[config.mk]
export PLATFORM = sky130hd
export DESIGN_NAME = switch_sequencer
export DESIGN_NICKNAME = d
export VERILOG_FILES = /design/src/rtl/switch_sequencer.sv
export SDC_FILE = /design/constraint.sdc
export NUM_CORES = 1
export LEC_CHECK = 0
export CAP_MARGIN = 20
export CELL_PAD_IN_SITES_DETAIL_PLACEMENT = 1
export CELL_PAD_IN_SITES_GLOBAL_PLACEMENT = 1
export CORE_MARGIN = 2
export CORE_UTILIZATION = 25
export DETAILED_ROUTE_END_ITERATION = 8
export PLACE_DENSITY_LB_ADDON = 0.1
export SYNTH_ARGS = -nofsm -noshare
export SYNTH_HDL_FRONTEND = slang
export SYNTH_SLANG_ARGS = --single-unit
[constraint.sdc]
create_clock -name Sys_CLK -period 2.24 [get_ports Sys_CLK]
set_input_delay 0.448 -clock Sys_CLK [delete_from_list [all_inputs] [get_ports Sys_CLK]]
set_output_delay 0.448 -clock Sys_CLK [all_outputs]
set_load 0.02 [all_outputs]
[src/rtl/switch_sequencer.sv]
// switch_sequencer: drives the lamp switch line with the shortest toggle sequence that reaches a requested colour
// Ports: Sys_CLK/Sys_RST clock and sync active-high reset; req_valid/req_color/req_ready request handshake;
//        busy sequence running; done one-cycle completion pulse; cur_color modelled lamp colour;
//        fake_switch line to the lamp. Define SEQ_RESYNC_EN to force an OFF phase before lit-to-lit changes.
module switch_sequencer #(
  parameter int DIV        = 5000,
  parameter int HOLD_TICKS = 2000,
  parameter int GAP_TICKS  = 2000,
  parameter int OFF_TICKS  = 15000
) (
  input  logic       Sys_CLK,
  input  logic       Sys_RST,
  input  logic       req_valid,
  input  logic [1:0] req_color,
  output logic       req_ready,
  output logic       busy,
  output logic       done,
  output logic [1:0] cur_color,
  output logic       fake_switch
);
  localparam logic [2:0] IDLE  = 3'd0;
  localparam logic [2:0] DROP  = 3'd1;
  localparam logic [2:0] RAISE = 3'd2;
  localparam logic [2:0] OFF   = 3'd3;
  localparam logic [2:0] DONE  = 3'd4;
  logic [2:0]  state;
  logic [1:0]  target, steps, next_color;
  logic [15:0] div_cnt, tick_cnt, last;
  logic        accept, tick, phase_end;
`ifndef SEQ_RESYNC_EN
  logic [2:0] diff;
  logic [1:0] fwd;
  assign diff = {1'b0, req_color} + 3'd3 - {1'b0, cur_color};
  assign fwd  = diff >= 3'd3 ? 2'(diff - 3'd3) : diff[1:0];
`endif
  assign busy        = state == DROP || state == RAISE || state == OFF;
  assign done        = state == DONE;
  assign req_ready   = ~busy;
  assign accept      = req_valid && req_ready;
  assign tick        = div_cnt == 16'(DIV - 1);
  assign last        = state == DROP ? 16'(GAP_TICKS - 1) : state == RAISE ? 16'(HOLD_TICKS - 1) : 16'(OFF_TICKS - 1);
  assign phase_end   = busy && tick && tick_cnt == last;
  // off lights white on its first raise; lit colours wrap 3 -> 1
  assign next_color  = cur_color == 2'd3 ? 2'd1 : cur_color + 2'd1;
  assign fake_switch = state == RAISE || ((state == IDLE || state == DONE) && cur_color != 2'd0);
  // steps holds the (DROP, RAISE) pairs still owed after the current phase
  always_ff @(posedge Sys_CLK)
    if (Sys_RST) begin
      state     <= IDLE;
      cur_color <= 2'd0;
      target    <= 2'd0;
      steps     <= 2'd0;
      div_cnt   <= '0;
      tick_cnt  <= '0;
    end else if (accept) begin
      target   <= req_color;
      div_cnt  <= '0;
      tick_cnt <= '0;
      if (req_color == cur_color) state <= DONE;
      else if (req_color == 2'd0) state <= OFF;
      else if (cur_color == 2'd0) begin
        state <= RAISE;
        steps <= req_color - 2'd1;
      end else begin
`ifdef SEQ_RESYNC_EN
        state <= OFF;
`else
        state <= DROP;
        steps <= fwd - 2'd1;
`endif
      end
    end else if (busy) begin
      if (phase_end) begin
        div_cnt  <= '0;
        tick_cnt <= '0;
        case (state)
          DROP: state <= RAISE;
          RAISE: begin
            cur_color <= next_color;
            state     <= steps == 2'd0 ? DONE : DROP;
            steps     <= steps == 2'd0 ? steps : steps - 2'd1;
          end
          default: begin
            cur_color <= 2'd0;
            state     <= target == 2'd0 ? DONE : RAISE;
            steps     <= target - 2'd1;
          end
        endcase
      end else begin
        div_cnt  <= tick ? '0 : div_cnt + 16'd1;
        tick_cnt <= tick ? tick_cnt + 16'd1 : tick_cnt;
      end
    end else if (state == DONE) state <= IDLE;
endmodule

==> results_dict.tcl, run 1 <==
set metrics [dict create \
    vdd_drop_max_v 0.0002672 \
    grt_max_degree 16 \
    drive_gt1_share_pct 23.31 \
    wl_met3_um 102 \
    yosys.area.top_type_share_pct 35.25 \
    cts-root-buf "clkbuf_8" \
    final_cells 437 \
    met2WireLength_mm 2.916 \
    start_kind "register" \
    antenna_found_initial 0 \
    gp_congestion 0.7687 \
    synth_cells 282 \
    post_cts_buffers 0 \
    critical_path_class "reg -> reg" \
    seqPwrFrac_pct 47.7 \
    rsz0062_at_grt "true" \
    num_antenna_cells 0 \
    status "finished, violations left" \
    grt_usage_pct 13.23 \
    arrival_ns 2.46 \
    syn-num-nets 295 \
    path_clk_slew_ns 0.08 \
    die_h_um 100.5 \
    post-route-min-period_ns 2.268 \
    die_area_um2 10100 \
    violations "negative setup slack" \
    hold_viol_final 0 \
    yosys.area.top_type "dfxtp_1" \
    ys_seq_area_share_pct 35.25 \
    ys_types 52 \
    dpl.cell_count 430 \
    drtPass1Iterations 4 \
    htreeDepth 2 \
    clkSinkCount 41 \
    required_ns 2.43 \
    setup_viol 2 \
    mostFrequentLayoutCells "nor2_1, dfxtp_1, buf_4" \
    worst_slack_ns -0.02756 \
    switching_share_pct 27.41 \
    synth-warning-count 0 \
    slew_headroom_pct 67.05 \
    p_int_mw 1.156 \
    clockPowerShare_pct 34.3 \
    nFillCells 1077 \
    ys_ff_latch 41 \
    tritoncts "yes" \
    fin_crit_sh_pct 101.2 \
    combPwrFrac_pct 18.0 \
    drtIter0Drc 54 \
    p_sw_mw 0.4365 \
    synth_edf_count 0 \
    leakage_nw 1.135 \
    syn_to_final_growth_pct 29.29 \
    highest_layer "met4" \
    ff_latch_area_um2 825.8 \
    fin_tns_setup_ns -0.03329 \
    m1WireLength_mm 3.034 \
    wire_per_inst_um 13.96 \
    route.final.wire_length_mm 6.101 \
    overflow 0 \
    grt_pass1_wl_mm 10.65 \
    worstMarginPinSlew_ns 0.4919 \
    coreArea_um2 9153 \
    ant_nets 0 \
    synth.avg_cell_area_um2 8.257 \
    drcViolationCount 0 \
    viasPerCell 4.721 \
    max-cap-violations 0 \
    crit_fanout 2 \
    rows 35 \
    cts_buffers 5 \
    ys.flop_type "dfxtp_1" \
    vias 2063 \
    postCtsHoldBufs 0 \
    fmax_mhz 441.0 \
    hold_class "reg -> reg" \
    async_flop_share_pct 0 \
    die_w_um 100.5 \
    grt_pass1_vias 2137 \
    fin_nets 339 \
    dp_hpwl_mm 4.785 \
    finClkSkew_ns 0.008072 \
    power.density_nw_per_um2 529.0 \
    io_buffers 10 \
    multi_input_comb_area_um2 1519 \
    synthTopCellsByArea "dfxtp_1, xor2_1, nor2_1" \
    final_util_pct 32.89 \
    final_common_cell "nor2_1" \
    worstSkewPairLatency_ns 0.29 \
    slew_violations 0 \
    initial_utilization_pct 25.44 \
    clock_path_buffers 2 \
    netlist_area_um2 2328 \
    ios 11 \
    setup.worst_path.end_class "register" \
]
-- power groups by stage --
stage | clock network (mW) | logic (mW) | registers (mW)
after floorplan | 0 | 0.168 | 0.766
after global placement | 0 | 0.277 | 0.777
after detailed placement | 0 | 0.279 | 0.777
after CTS | 0.579 | 0.290 | 0.760
after global routing | 0.600 | 0.319 | 0.763
final | 0.546 | 0.287 | 0.760
-- synth_stat cells, types with 3 or more instances --
cell,instances
nor2b_1,7
buf_2,4
clkbuf_1,3
nor2_1,40
and3_1,6
nand2_1,29
and2_1,3
nand3_1,10
mux2i_1,4
o21ai_0,10
xor2_1,20
or3_1,5
nand4b_1,3
xnor2_1,6
a21oi_1,14
inv_1,10
ha_1,7
nand4_1,14
dfxtp_1,41
nor3_1,8
-- final cells by class --
class                   instances  area share (%)
clock inverters                 1          0.1663
multi-input cells             222           50.46
flip-flops and latches         41           27.43
repair buffers                 45           12.72
clock buffers                   6           3.117
inverters                      11           1.496
well taps                     111           4.613
-- cells by family (layout without fill, tap and decap cells) --
| family | Yosys count | after routing | share of synthesized area [%] |
|---|---|---|---|
| AO/OA/AOI/OAI | 37 | 37 | 9.834 |
| XOR/XNOR | 26 | 26 | 9.780 |
| adder cells (fa/ha/maj) | 8 | 8 | 4.621 |
| buffers and inverters | 19 | 63 | 3.331 |
| flip-flops | 41 | 41 | 35.25 |
| multiplexers | 5 | 5 | 2.203 |
| AND/OR/NAND/NOR | 146 | 146 | 34.98 |
-- state kept, by name, summed over array words and instances, names as in the netlist --
name / count
cur_color: 2
div_cnt: 16
state: 3
steps: 2
target: 2
tick_cnt: 16
-- per-layer routing --
| layer | vias up | track usage [%] |
|---|---|---|
| li1 | 1072 | - |
| met1 | 975 | 17.93 |
| met2 | 12 | 22.04 |
| met3 | 4 | 2.566 |
| met4 | 0 | 2.529 |
| met5 | - | 0 |
-- worst paths after layout --
path,endpoint,startpoint,cells after the start,slack (ns)
worst max-delay path,steps[0],cur_color[0],12,-0.03
worst min-delay path,div_cnt[1],div_cnt[1],2,0.48
worst max register to register,steps[0],cur_color[0],12,-0.03
worst min register to register,div_cnt[1],div_cnt[1],2,0.48
-- metrics by stage --
step                      power, mW  hold WS, ns  cell area, um2  setup WS, ns
after floorplan              0.9346       0.4488            2362      -0.08806
after global placement        1.053       0.4664            2854       -0.7164
after detailed placement      1.056       0.4726            2854       -0.7980
after CTS                     1.629       0.4858            2985      -0.04549
after global routing          1.682       0.5289            3010       -0.1712
final                         1.593       0.4795            3010      -0.02756
-- critical path, cell delays in order (launching register included) --
cell,delay (ns)
dfxtp_4,0.36
inv_4,0.05
ha_4,0.11
inv_2,0.03
fa_1,0.52
inv_2,0.06
ha_4,0.16
nand4b_1,0.18
o21ai_2,0.08
mux2i_1,0.09
o221ai_2,0.20
nor2_1,0.06
mux2_4,0.26
-- repair_timing --
| item | 4_1_cts | 5_1_grt |
|---|---|---|
| endpoints found under the hold margin | 0 | 0 |
| cloned | 0 | 0 |
| resized for setup | 13 | 8 |
| endpoints found under the setup margin | 3 | 21 |
| pin swaps | 9 | 1 |
(Power assumes the default switching activity.)
==> inputs of run 2 (changes only) <==
Clock period 2.24 ns to 1.9 ns, I/O delays scaled along.
==> results_dict.tcl, run 2 (same netlist as run 1, synthesis figures left out) <==
set metrics [dict create \
    drtPass1Iterations 4 \
    combPwrFrac_pct 20.2 \
    slew_headroom_pct 76.85 \
    dp_hpwl_mm 5.140 \
    num_antenna_cells 0 \
    seqPwrFrac_pct 43.8 \
    die_area_um2 10100 \
    vdd_drop_max_v 0.0002315 \
    p_int_mw 1.475 \
    rows 35 \
    largestRegisters "div_cnt: 16 flops, tick_cnt: 16 flops, state: 3 flops" \
    p_total_mw 2.039 \
    tritoncts "yes" \
    start_kind "register" \
    hold_ws_ns 0.4897 \
    drcViolationCount 0 \
    hold_viol_final 0 \
    violations "negative setup slack" \
    post-route-min-period_ns 2.298 \
    route.final.wire_length_mm 6.776 \
    placed_area_um2 3124 \
    fin_nets 384 \
    antenna_found_initial 0 \
    mostFrequentLayoutCells "buf_4, dfxtp_1, nor2_1" \
    clockPowerShare_pct 36.0 \
    fin_tns_setup_ns -4.425 \
    leakage_nw 1.474 \
    multi_input_comb_area_um2 1682 \
    max-cap-violations 0 \
    clock_path_buffers 2 \
    viasPerCell 4.698 \
    grt_usage_pct 14.24 \
    grt_pass1_wl_mm 11.40 \
    ff_latch_area_um2 833.3 \
    finClkSkew_ns 0.005581 \
    initial_utilization_pct 25.44 \
    grt_pass1_vias 2374 \
    drive_gt1_share_pct 38.71 \
    vias 2269 \
    critical_path_class "reg -> reg" \
    arrival_ns 2.49 \
    setup_viol 22 \
    path_clk_slew_ns 0.08 \
    fmax_mhz 435.1 \
    p_sw_mw 0.5644 \
    worst_slack_ns -0.3982 \
    worstMarginPinSlew_ns 0.3465 \
    rsz0062_at_grt "true" \
    setup.worst_path.end_class "register" \
    io_buffers 10 \
    die_w_um 100.5 \
    crit_fanout 2 \
    switching_share_pct 27.68 \
    coreArea_um2 9153 \
    ios 11 \
    hold_class "reg -> reg" \
    fin_crit_sh_pct 121.0 \
    grt_max_degree 17 \
    status "finished, violations left" \
    drtIter0Drc 40 \
    cts_buffers 5 \
    stdcell_area_um2 3578 \
    final_common_cell "buf_4" \
    final_util_pct 39.10 \
    required_ns 2.09 \
    worstSkewPairLatency_ns 0.30 \
    cts-root-buf "clkbuf_8" \
    power.density_nw_per_um2 569.9 \
    ant_nets 0 \
    clkSinkCount 41 \
    slew_violations 0 \
    gp_congestion 0.7445 \
    overflow 0 \
    die_h_um 100.5 \
    wire_per_inst_um 14.03 \
    rrSetupSlack_ns -0.40 \
    htreeDepth 2 \
    nFillCells 1085 \
    syn_to_final_growth_pct 53.68 \
]
[run 2: timing repair]
action / in CTS / in global routing
hold endpoints to repair: 0 / 0
buffers inserted: 4 / 6
pin swaps: 12 / 24
hold buffers: 0 / 0
gates cloned: 1 / 0
gates resized for setup: 36 / 46
setup endpoints to repair: 27 / 29
[run 2: cell type report]
cell class / instances / share of cell area (%)
clock inverters: 2 / 1.084
inverters: 11 / 1.259
repair buffers: 90 / 21.47
well taps: 111 / 3.881
clock buffers: 6 / 2.028
multi-input cells: 222 / 46.99
flip-flops and latches: 41 / 23.29
[run 2: power groups by stage]
stage / sequential (mW) / clock (mW) / combinational (mW)
after floorplan: 0.903 / 0 / 0.201
after global placement: 0.914 / 0 / 0.364
after detailed placement: 0.913 / 0 / 0.368
after global routing: 0.898 / 0.793 / 0.454
final: 0.894 / 0.733 / 0.412
after CTS: 0.893 / 0.776 / 0.398
[run 2: worst paths after layout]
check | to | start | cells after the start
worst max-delay path | steps[0] | cur_color[0] | 12
worst min-delay path | div_cnt[1] | div_cnt[1] | 2
worst max register to register | steps[0] | cur_color[0] | 12
worst min register to register | div_cnt[1] | div_cnt[1] | 2
[run 2: per-layer routing]
metal  part of all wire [%]  track usage (%)
met1                     46            17.93
met2                     51            24.57
met3                    1.4            2.635
met4                    1.2            4.531
met5                      0                0
[run 2: worst max-delay path, stage by stage (launching register included)]
cell and delay [ns]:
dfxtp_4 0.36, inv_4 0.06, ha_4 0.12, inv_2 0.03, fa_1 0.52, inv_2 0.06
ha_4 0.16, nand4b_1 0.17, o21ai_1 0.09, mux2i_1 0.10, o221ai_2 0.20, nor2_1 0.08
mux2_4 0.25
[run 2: per-stage QoR]
step	setup WS (ns)	instances
final	-0.3982	483
after global routing	-0.5417	483
after CTS	-0.3714	479
after detailed placement	-1.098	466
after global placement	-0.9812	466
after floorplan	-0.4151	282
==> inputs of run 3 (changes only) <==
Settings changed: CTS_CLUSTER_SIZE set to 40, RECOVER_POWER set to 50.
==> results_dict.tcl, run 3 (same netlist as run 1, synthesis figures left out) <==
set metrics [dict create \
    worstSkewPairLatency_ns 0.30 \
    drive_gt1_share_pct 37.90 \
    setup.worst_path.end_class "register" \
    required_ns 2.09 \
    num_antenna_cells 0 \
    gp_congestion 0.7445 \
    ios 11 \
    dpl_worst_slack_ns -1.098 \
    status "finished, violations left" \
    p_int_mw 1.471 \
    power.density_nw_per_um2 569.7 \
    cts_buffers 5 \
    placed_area_um2 3124 \
    crit_fanout 2 \
    vdd_drop_max_v 0.0002315 \
    ant_nets 0 \
    hold_viol_final 0 \
    rsz0062_at_grt "true" \
    drtPass1Iterations 6 \
    tritoncts "yes" \
    hold_class "reg -> reg" \
    die_area_um2 10100 \
    cts-root-buf "clkbuf_8" \
    die_h_um 100.5 \
    gr-usage-met3_pct 2.635 \
    p_total_mw 2.035 \
    grt_most_used_layer "met2" \
    slowest_stage "fa_1" \
    path_clk_slew_ns 0.08 \
    grt.met2_usage_pct 24.57 \
    use_met1_pct 17.93 \
    max-cap-violations 0 \
    switching_share_pct 27.71 \
    hold_ws_ns 0.4897 \
    p_sw_mw 0.5638 \
    multi_input_comb_area_um2 1682 \
    overflow 0 \
    dp_hpwl_mm 5.140 \
    htreeDepth 2 \
    slew_headroom_pct 76.85 \
    mostFrequentLayoutCells "buf_4, dfxtp_1, nor2_1" \
    initial_utilization_pct 25.44 \
    crit_buf_inv 3 \
    fin_crit_sh_pct 121.0 \
    nFillCells 1085 \
    largestRegisters "div_cnt: 16 flops, tick_cnt: 16 flops, state: 3 flops" \
    clkSinkCount 41 \
    slew_violations 0 \
    final_util_pct 39.03 \
    seqPwrFrac_pct 43.9 \
    stdcell_area_um2 3572 \
    route.final.wire_length_mm 6.770 \
    clock_path_buffers 2 \
    post-route-min-period_ns 2.298 \
    fin_nets 384 \
    drcViolationCount 0 \
    start_kind "register" \
    viasPerCell 4.687 \
    antenna_found_initial 0 \
    ff_latch_area_um2 833.3 \
    crit_family "adder cells" \
    grt_pass1_wl_mm 11.40 \
    postCtsHoldBufs 0 \
    critical_path_class "reg -> reg" \
    syn_to_final_growth_pct 53.41 \
    io_buffers 10 \
    worst_slack_ns -0.3983 \
    final_cells 483 \
    die_w_um 100.5 \
    setup_viol 25 \
    grt_pass1_vias 2374 \
    fmax_mhz 435.1 \
    wire_per_inst_um 14.02 \
    grt_max_degree 17 \
    leakage_nw 1.476 \
    finClkSkew_ns 0.005581 \
    rows 35 \
    arrival_ns 2.49 \
    fin_tns_setup_ns -4.828 \
    coreArea_um2 9153 \
    vias 2264 \
    grt_usage_pct 14.24 \
    dpl.cell_count 466 \
    combPwrFrac_pct 20.0 \
    final_common_cell "buf_4" \
    critical_path.max_stage_delay_ns 0.52 \
    crit_chain "inv_4, ha_4, inv_2, fa_1, inv_2, ha_4, nand4b_1, o21ai_1, mux2i_1, o221ai_2, nor2_1, mux2_4" \
    worstMarginPinSlew_ns 0.3465 \
    violations "negative setup slack" \
    drtIter0Drc 41 \
    clockPowerShare_pct 36.0 \
]
==> run 3: cell count changes in the layout (fill, tap and decap cells not counted) <==
cell and delta:
buf_4 -1, dlygate4sd3_1 +2, clkdlybuf4s50_1 -2, and2_0 +1, clkinv_2 -1, clkbuf_1 +2
and2_1 -1, clkbuf_2 -1, inv_1 +1
==> run 3: worst paths after layout <==
path	start	endpoint	slack [ns]	depth (start not counted)
setup / recovery	cur_color[0]	steps[0]	-0.40	12
hold / removal	div_cnt[1]	div_cnt[1]	0.49	2
setup reg to reg	cur_color[0]	steps[0]	-0.40	12
hold reg to reg	div_cnt[1]	div_cnt[1]	0.49	2
==> run 3: final cells by class <==
cell class / instances / share of cell area [%]
Clock buffer: 6 / 2.032
Clock inverter: 2 / 1.086
Inverter: 11 / 1.226
Multi-Input combinational cell: 222 / 47.08
Sequential cell: 41 / 23.33
Tap cell: 111 / 3.888
Timing Repair Buffer: 90 / 21.37
==> run 3: power groups by stage <==
| stage | Clock [mW] | Sequential (mW) | Combinational (mW) |
|---|---|---|---|
| final | 0.733 | 0.894 | 0.408 |
| after global placement | 0 | 0.914 | 0.364 |
| after CTS | 0.776 | 0.893 | 0.398 |
| after detailed placement | 0 | 0.913 | 0.368 |
| after global routing | 0.793 | 0.898 | 0.449 |
| after floorplan | 0 | 0.903 | 0.201 |
==> run 3: tightest hold or removal path, cell delays in order, from the launching register on <==
cell     delay [ns]
dfxtp_1        0.33
nand2_1        0.06
a21oi_1        0.06
==> run 3: timing repair <==
action	in CTS	in global routing
hold endpoints to repair	0	0
endpoints found under the setup margin	27	29
resized for setup	36	46
buffers inserted	4	6
gates cloned	1	0
pin swaps	12	24
==> run 3: metal layers <==
| metal | up-vias | wire length [um] |
|---|---|---|
| li1 | 1159 | - |
| met1 | 1087 | 3148 |
| met2 | 12 | 3444 |
| met3 | 6 | 94 |
| met4 | 0 | 83 |
| met5 | - | 0 |
